## src/rtl/vga_frame_reader.sv

```systemverilog
// VGA 640x480 scan generator that reads an image window from a 2-clock-latency
// memory port and lines the pixel colour up with the matching sync/blank timing.
module vga_frame_reader #(
  parameter int unsigned H_ACTIVE = 640,
  parameter int unsigned H_FP     = 16,
  parameter int unsigned H_SYNC   = 96,
  parameter int unsigned H_BP     = 48,
  parameter int unsigned V_ACTIVE = 480,
  parameter int unsigned V_FP     = 10,
  parameter int unsigned V_SYNC   = 2,
  parameter int unsigned V_BP     = 33,
  parameter int unsigned IMG_W    = 300,
  parameter int unsigned IMG_H    = 300,
  parameter int unsigned MEM_LAT  = 2
) (
  input  logic        clk,
  input  logic        rst,
  input  logic        enable,
  output logic [17:0] address_b,
  input  logic [23:0] read_data_b,
  output logic [7:0]  red,
  output logic [7:0]  green,
  output logic [7:0]  blue,
  output logic        hsync,
  output logic        vsync,
  output logic        blank_n,
  output logic        frame_start
);

  localparam int unsigned H_TOTAL = H_ACTIVE + H_FP + H_SYNC + H_BP;
  localparam int unsigned V_TOTAL = V_ACTIVE + V_FP + V_SYNC + V_BP;
  localparam int unsigned HW      = $clog2(H_TOTAL);
  localparam int unsigned VW      = $clog2(V_TOTAL);
  localparam int unsigned AW      = 18;
  localparam int unsigned DW      = 24;
  localparam int unsigned CW      = 5;
  // Control word layout: {first, vsync_raw, hsync_raw, in_vis, in_img}
  localparam logic [CW-1:0] CTL_RST = 5'b01100;

  logic [HW-1:0] h_q, h_d;
  logic [VW-1:0] v_q, v_d;
  logic [AW-1:0] pix_q, pix_d;
  logic [AW-1:0] addr_q, addr_d;
  logic [CW-1:0] dly_q [MEM_LAT];
  logic [CW-1:0] ctl, tail;
  logic [DW-1:0] rgb_q;
  logic          hsync_q, vsync_q, blank_q, fs_q;
  logic          h_last, v_last, in_img, in_vis, in_img_nxt;
  logic          hsync_raw, vsync_raw, first;

  // Scan position decode and next-state for counters and image address
  always_comb begin
    h_last     = (h_q == HW'(H_TOTAL - 1));
    v_last     = (v_q == VW'(V_TOTAL - 1));
    in_img     = (h_q < HW'(IMG_W)) && (v_q < VW'(IMG_H));
    in_vis     = (h_q < HW'(H_ACTIVE)) && (v_q < VW'(V_ACTIVE));
    hsync_raw  = !((h_q >= HW'(H_ACTIVE + H_FP)) && (h_q < HW'(H_ACTIVE + H_FP + H_SYNC)));
    vsync_raw  = !((v_q >= VW'(V_ACTIVE + V_FP)) && (v_q < VW'(V_ACTIVE + V_FP + V_SYNC)));
    first      = (h_q == '0) && (v_q == '0);
    ctl        = {first, vsync_raw, hsync_raw, in_vis, in_img};
    h_d        = h_last ? '0 : h_q + HW'(1);
    v_d        = v_q;
    if (h_last) begin
      v_d = v_last ? '0 : v_q + VW'(1);
    end
    pix_d = pix_q;
    if (h_last && v_last) begin
      pix_d = '0;
    end else if (in_img) begin
      pix_d = pix_q + AW'(1);
    end
    // Address is registered, so it is computed from the next scan position
    in_img_nxt = (h_d < HW'(IMG_W)) && (v_d < VW'(IMG_H));
    addr_d     = in_img_nxt ? pix_d : '0;
    tail       = dly_q[MEM_LAT-1];
  end

  always_ff @(posedge clk) begin
    if (rst) begin
      h_q     <= '0;
      v_q     <= '0;
      pix_q   <= '0;
      addr_q  <= '0;
      for (int unsigned i = 0; i < MEM_LAT; i++) begin
        dly_q[i] <= CTL_RST;
      end
      rgb_q   <= '0;
      hsync_q <= 1'b1;
      vsync_q <= 1'b1;
      blank_q <= 1'b0;
      fs_q    <= 1'b0;
    end else if (enable) begin
      h_q      <= h_d;
      v_q      <= v_d;
      pix_q    <= pix_d;
      addr_q   <= addr_d;
      dly_q[0] <= ctl;
      for (int unsigned i = 1; i < MEM_LAT; i++) begin
        dly_q[i] <= dly_q[i-1];
      end
      // Memory data is only meaningful in the stage flagged as in-image
      rgb_q   <= tail[0] ? read_data_b : '0;
      blank_q <= tail[1];
      hsync_q <= tail[2];
      vsync_q <= tail[3];
      fs_q    <= tail[4];
    end
  end

  assign address_b   = addr_q;
  assign red         = rgb_q[23:16];
  assign green       = rgb_q[15:8];
  assign blue        = rgb_q[7:0];
  assign hsync       = hsync_q;
  assign vsync       = vsync_q;
  assign blank_n     = blank_q;
  assign frame_start = fs_q;

endmodule

```

## config.mk

```make
export PLATFORM = sky130hd
export DESIGN_NAME = vga_frame_reader
export DESIGN_NICKNAME = d
export VERILOG_FILES = /design/src/rtl/vga_frame_reader.sv
export SDC_FILE = /design/constraint.sdc
export NUM_CORES = 1
export LEC_CHECK = 0
export CAP_MARGIN = 20
export CORE_MARGIN = 5
export CORE_UTILIZATION = 55
export CTS_BUF_LIST = sky130_fd_sc_hd__clkbuf_8
export CTS_CLUSTER_SIZE = 14
export DETAILED_ROUTE_END_ITERATION = 12
export PLACE_DENSITY = 0.82
export SLEW_MARGIN = 15
export SYNTH_ARGS = -nofsm -noshare
export SYNTH_HDL_FRONTEND = slang
export SYNTH_SLANG_ARGS = --single-unit
```

## constraint.sdc

```tcl
create_clock -name clk -period 3.32 [get_ports clk]
set_input_delay 0.664 -clock clk [delete_from_list [all_inputs] [get_ports clk]]
set_output_delay 0.664 -clock clk [all_outputs]
set_load 0.05 [all_outputs]
```

Yosys cells after proc, flatten, opt, wreduce, memory -nomap -nowiden
Memories as Yosys holds them, arrays and structs flattened.
Cells that the tools add are included.
{"block": "totals", "register_bits": 84, "latchBits": 0, "mem_bits_rw": 10, "romBits": 0, "out_inout_bits": 46, "elab_cells": 52, "n_memories": 1}
{"block": "op_classes", "n_addsub": 3, "mul": 0, "n_div": 0, "order_cmp": 10, "n_eq_ne": 2, "n_shift": 0, "mux": 14, "bitwise_logic": 2, "n_reduce_logical": 11}
{"memory": "dly_q", "words": 2, "word_bits": 5, "read_ports": 2, "rd_clocked_by_memory_dff": 0, "wr": 2, "line_no": "44", "source": "logic [CW-1:0] dly_q [MEM_LAT];"}
{"op": "< comparator 10 x 9 -> 1 bit, second input constant", "count": 6}
{"op": "2-to-1 mux 18 bit", "count": 3}
{"op": "2-to-1 mux 10 bit", "count": 3}
{"op": "2-to-1 mux 24 bit", "count": 1}
{"op": "adder 10 x 1 -> 10 bit, second input constant", "count": 2}
{"op": "== test 10 bit, second input constant", "count": 2}
{"op": "logical NOT 10 bit", "count": 2}
{"op": "< comparator 10 bit, second input constant", "count": 2}
{"op": "adder 18 x 1 -> 18 bit, second input constant", "count": 1}
{"op": "greater-or-equal comparator 10 bit, second input constant", "count": 1}
{"op": "greater-or-equal comparator 10 x 9 -> 1 bit, second input constant", "count": 1}
{"op": "2-to-1 mux 5 bit", "count": 2}
{"op": "logical AND 1 bit", "count": 7}
{"op": "2-to-1 mux 1 bit", "count": 5}
{"op": "logical NOT 1 bit", "count": 2}
{"op": "OR 1 bit", "count": 2}

Longest topological paths before layout
{"block": "logic_depth", "word_depth": 6, "depth_mapped": 10, "ltp_nobuf": 9}

Worst setup path after synthesis
No wires, ideal clock.
{"block": "synth_timing", "path_kind": "register to register", "startpoint": "register h_q[0]", "endpoint": "register addr_q[16] (netlist: address_b[16])", "setup_ns": 0.120, "arrival_time_ns": 2.277, "required_ns": 3.200, "path_slack_ns": 0.923, "path_stages_with_launch": 10, "period_less_slack_ns": 2.397, "path_cell_list": "dfxtp_1 ha_1 nand4_2 or3_1 or4_4 a21oi_4 nor2_2 o211ai_2 buf_6 o21ai_1"}
{"block": "synth_via", "elab_chain_len": 5, "elab_cells_between_ends": 13, "cone_classes": "1 x add/sub; 3 x order compare; 1 x eq/ne; 5 x mux; 3 x reduce/logical"}
{"item": "start, declared", "line_no": "40", "source": "logic [HW-1:0] h_q, h_d;"}
{"item": "start signal, assigned", "line_no": "80", "source": "h_q <= '0;"}
{"item": "start signal, assigned", "line_no": "93", "source": "h_q <= h_d;"}
{"item": "adder 10 x 1 -> 10 bit, or another cell as far along", "line_no": "61", "source": "h_d = h_last ? '0 : h_q + HW'(1);"}
{"item": "2-to-1 mux 10 bit, or another cell as far along", "line_no": "61"}
{"item": "< comparator 10 x 9 -> 1 bit / 2-to-1 mux 18 bit (equally long branches)", "line_no": "73, 69"}
{"item": "logical AND 1 bit / 2-to-1 mux 18 bit (equally long branches)", "line_no": "73, 67"}
{"item": "2-to-1 mux 18 bit (*)", "line_no": "74", "source": "addr_d = in_img_nxt ? pix_d : '0;"}
{"item": "end signal, assigned", "line_no": "96", "source": "addr_q <= addr_d;"}
{"item": "end, declared", "line_no": "43", "source": "logic [AW-1:0] addr_q, addr_d;"}
Every way passes the cells marked *; elsewhere a longest branch is shown, timed or not.
A chain may end at the register's enable or synchronous reset.

Worst setup path after layout
{"block": "layout_timing", "startpoint": "register h_q[0]", "endpoint": "register addr_q[17] (netlist: address_b[17])"}
The elaborated chain is that of the path after synthesis.

==> reports/metrics.yaml <==
fin_crit_sh_pct: 85.82
critical_path_buf_inv_count: 0
p_leak_uw: 0.001836
critical_path_required_ns: 3.55
r2r_end: "address_b[17]$_SDFFE_PP0P_"
rsz0062_at_grt: "no"
drive_gt1_share_pct: 9.533
pwr-share-comb_pct: 8.7
fill_cells: 601
dp_hpwl_mm: 7.218
reg2reg_slack_ns: 0.47
min_period_ns: 2.849
power_per_cell_area_mw_per_mm2: 404.3
yosys.area.top_type: "dfxtp_1"
cts_sinks: 94
syn2layout_area_growth_pct: 21.01
ys_ff_latch: 94
p_int_uw: 1606
grtUsageTotal_pct: 20.89
instances_no_fill: 637
setup_viol_count_final: 0
via_count: 3791
initial_core_util_pct: 56.73
clock_latency_ns: 0.36
die-area_sq_mm: 0.009902
cts_tree: "done"
status: "complete, no violations"
critPathLaunchType: "register"
syn_inst: 478
slowest_delay_ns: 0.62
crit_chain: "ha_1, and4_1, nand4_2, or3_1, nand4_1, a32oi_1, o211ai_2, o21ai_1"
slew-limit-headroom_pct: 44.05
viasPerCell: 5.951
cp_max_fo: 11
min_path_type: "reg -> reg"
yosysMostFrequentCell: "dfxtp_1"
syn-num-nets: 510
h-tree-depth: 3
hold_viol_final: 0
pre_cts_slack_ns: 0.4080
numCtsBuffers: 9
gp_congestion: 0.9175
grt_pass1_wl_mm: 17.01
drt-pass1-iter-count: 6
yosys-top-cells-count: "dfxtp_1, nand2_1, nor2_1, a22o_1, o21ai_0"
ys_types: 66
drtIter0Drc: 290
routedWlPerCell_microns: 16.23
post_cts_buffers: 0
ant_nets: 0
min_from: "address_b[16]$_SDFFE_PP0P_"
setup_tns_ns: 0
cts_resized: 0
async_flop_share_pct: 0
post-route-drc-count: 0
fp-row-count: 32
hold_end: "address_b[16]$_SDFFE_PP0P_"
yosys_warnings: 0
synth_ff_type: "dfxtp_1"
antenna_found_initial: 0
worst_slack_ns: 0.4709
ir_worst_vdd_mv: 0.1982
whs_path_depth: 2
die_y_microns: 99.51
die_w_microns: 99.51
pwr-share-seq_pct: 55.0
tightestPinTransition_ns: 0.8392
portBuffers: 72
p_switching_uw: 549.7
wl_mm: 10.34
syn_avg_cell_area_sq_um: 9.219
yosysSeqAreaShare_pct: 44.97
cts_hold_buf: 0
overflow: 0
fmax_mhz: 351.0
p_clk_share_pct: 36.3
netSwitchingFraction_pct: 25.49
critical_path_class: "reg -> reg"
cts_root_buf: "clkbuf_8"
clockBufferDepth: 2
nNetsFinal: 562
io-pin-count: 73
slew_violations: 0
synth_top_area_share_pct: 38.16
clkTransAtPathRegs_ns: 0.10
ff2ff_path_depth: 8
grt_max_degree: 59
netlist_area_sq_mm: 0.004407
dp_cells: 621
maxCapViolations: 0
timing.rr.start: "h_q[0]$_SDFFE_PP0P_"
cp_top_family: "simple AND/OR/NAND/NOR gates"
grt_pass1_vias: 3496
synth_edf_count: 10
ys_top_cells_by_area: "dfxtp_1, edfxtp_1, a22o_1"
worst_path_max_delay_cell: "o211ai_2"
critPathCaptureType: "register"
antenna_cells: 0
core_area_sq_mm: 0.007767
clock_skew_ns: 0.01207
arrival_ns: 3.08
[flip-flops by register name, indices dropped and copies added (netlist names)]
name	count
v_q	10
h_q	10
pix_q	18
rgb_q	24
blank_n	1
address_b	18
vsync	1
hsync	1
frame_start	1
dly_q	10
[layer usage]
metal | global-route usage, % | vias to the layer above | wire length (microns)
li1 | - | 1851 | -
met1 | 28.72 | 1779 | 4977
met2 | 33.11 | 149 | 4655
met3 | 3.997 | 12 | 586
met4 | 6.933 | 0 | 121
met5 | 0 | - | 0
[power groups by stage]
stage | clock (uW) | combinational, uW | sequential [uW]
after global placement | 0 | 185 | 1210
after detailed placement | 0 | 188 | 1210
after floorplan | 0 | 70.7 | 1250
after global routing | 851 | 200 | 1190
final | 782 | 188 | 1190
after CTS | 801 | 189 | 1190
[through the flow]
step / cell area, sq um / util (%) / power (uW) / hold WS, ns
detailed placement: 5131 / 66.06 / 1401 / 0.4408
global placement: 5131 / 66.06 / 1397 / 0.4362
floorplan: 4407 / - / 1324 / 0.4326
CTS: 5333 / 68.65 / 2177 / 0.4561
finish: 5333 / 68.65 / 2156 / 0.4526
global route: 5333 / 68.65 / 2241 / 0.4779
[worst register-to-register path, delay by kind of cell, from the launching register on]
family          cells  cell delay, ns
fa+ha+maj           1            0.33
compound gates      3            0.88
flops               1            0.43
simple gates        4            1.09
[logic make-up (layout without fill, tap and decap cells)]
kind of cell / after synthesis / after routing / synth area share (%)
compound gates: 115 / 115 / 19.65
fa+ha+maj: 5 / 5 / 1.420
xor+xnor: 26 / 26 / 5.168
simple gates: 184 / 184 / 22.54
buf+inv: 48 / 105 / 4.855
mux: 6 / 6 / 1.391
flops: 94 / 94 / 44.97
[how the worst max path moves through the flow]
stage,slack (ns),cells after the start,startpoint,to
floorplan,0.92,9,h_q[0]$_SDFFE_PP0P_,address_b[16]$_SDFFE_PP0P_
global placement,0.54,7,enable,address_b[17]$_SDFFE_PP0P_
detailed placement,0.41,7,enable,address_b[17]$_SDFFE_PP0P_
CTS,0.45,8,h_q[0]$_SDFFE_PP0P_,address_b[17]$_SDFFE_PP0P_
global route,0.23,8,h_q[0]$_SDFFE_PP0P_,address_b[17]$_SDFFE_PP0P_
finish,0.47,8,h_q[0]$_SDFFE_PP0P_,address_b[17]$_SDFFE_PP0P_
[cell type report]
class | instances | area (sq um) | share of cell area [%]
multi-input combinational | 336 | 2218 | 41.60
sequential | 94 | 1982 | 37.17
timing repair buffer | 77 | 758.2 | 14.22
tap | 102 | 127.6 | 2.393
clock buffer | 9 | 123.9 | 2.323
clock inverter | 7 | 77.57 | 1.455
inverter | 12 | 45.04 | 0.8447
[cells in the final DEF (no fill, tap or decap), types with 3 or more instances in the layout]
cell type	count
a31oi_1	3
edfxtp_1	10
nand2b_1	4
nand3_1	17
a32o_1	7
clkdlybuf4s50_1	72
ha_1	5
nor4_1	11
nand4_1	11
and3_1	3
inv_1	11
o21ai_1	3
xor2_1	15
a21oi_1	13
nor2_1	37
a211oi_1	3
o21ai_0	23
o31ai_1	7
mux2i_1	5
o21ai_2	9
clkbuf_8	9
buf_4	5
nand2_1	46
nor3_1	13
nor2b_1	4
inv_6	3
dfxtp_1	84
a211o_1	3
xnor2_1	11
or3_1	5
o41ai_1	4
a22o_1	25
and2_1	5
No activity file was read; power rests on OpenSTA's default activity.
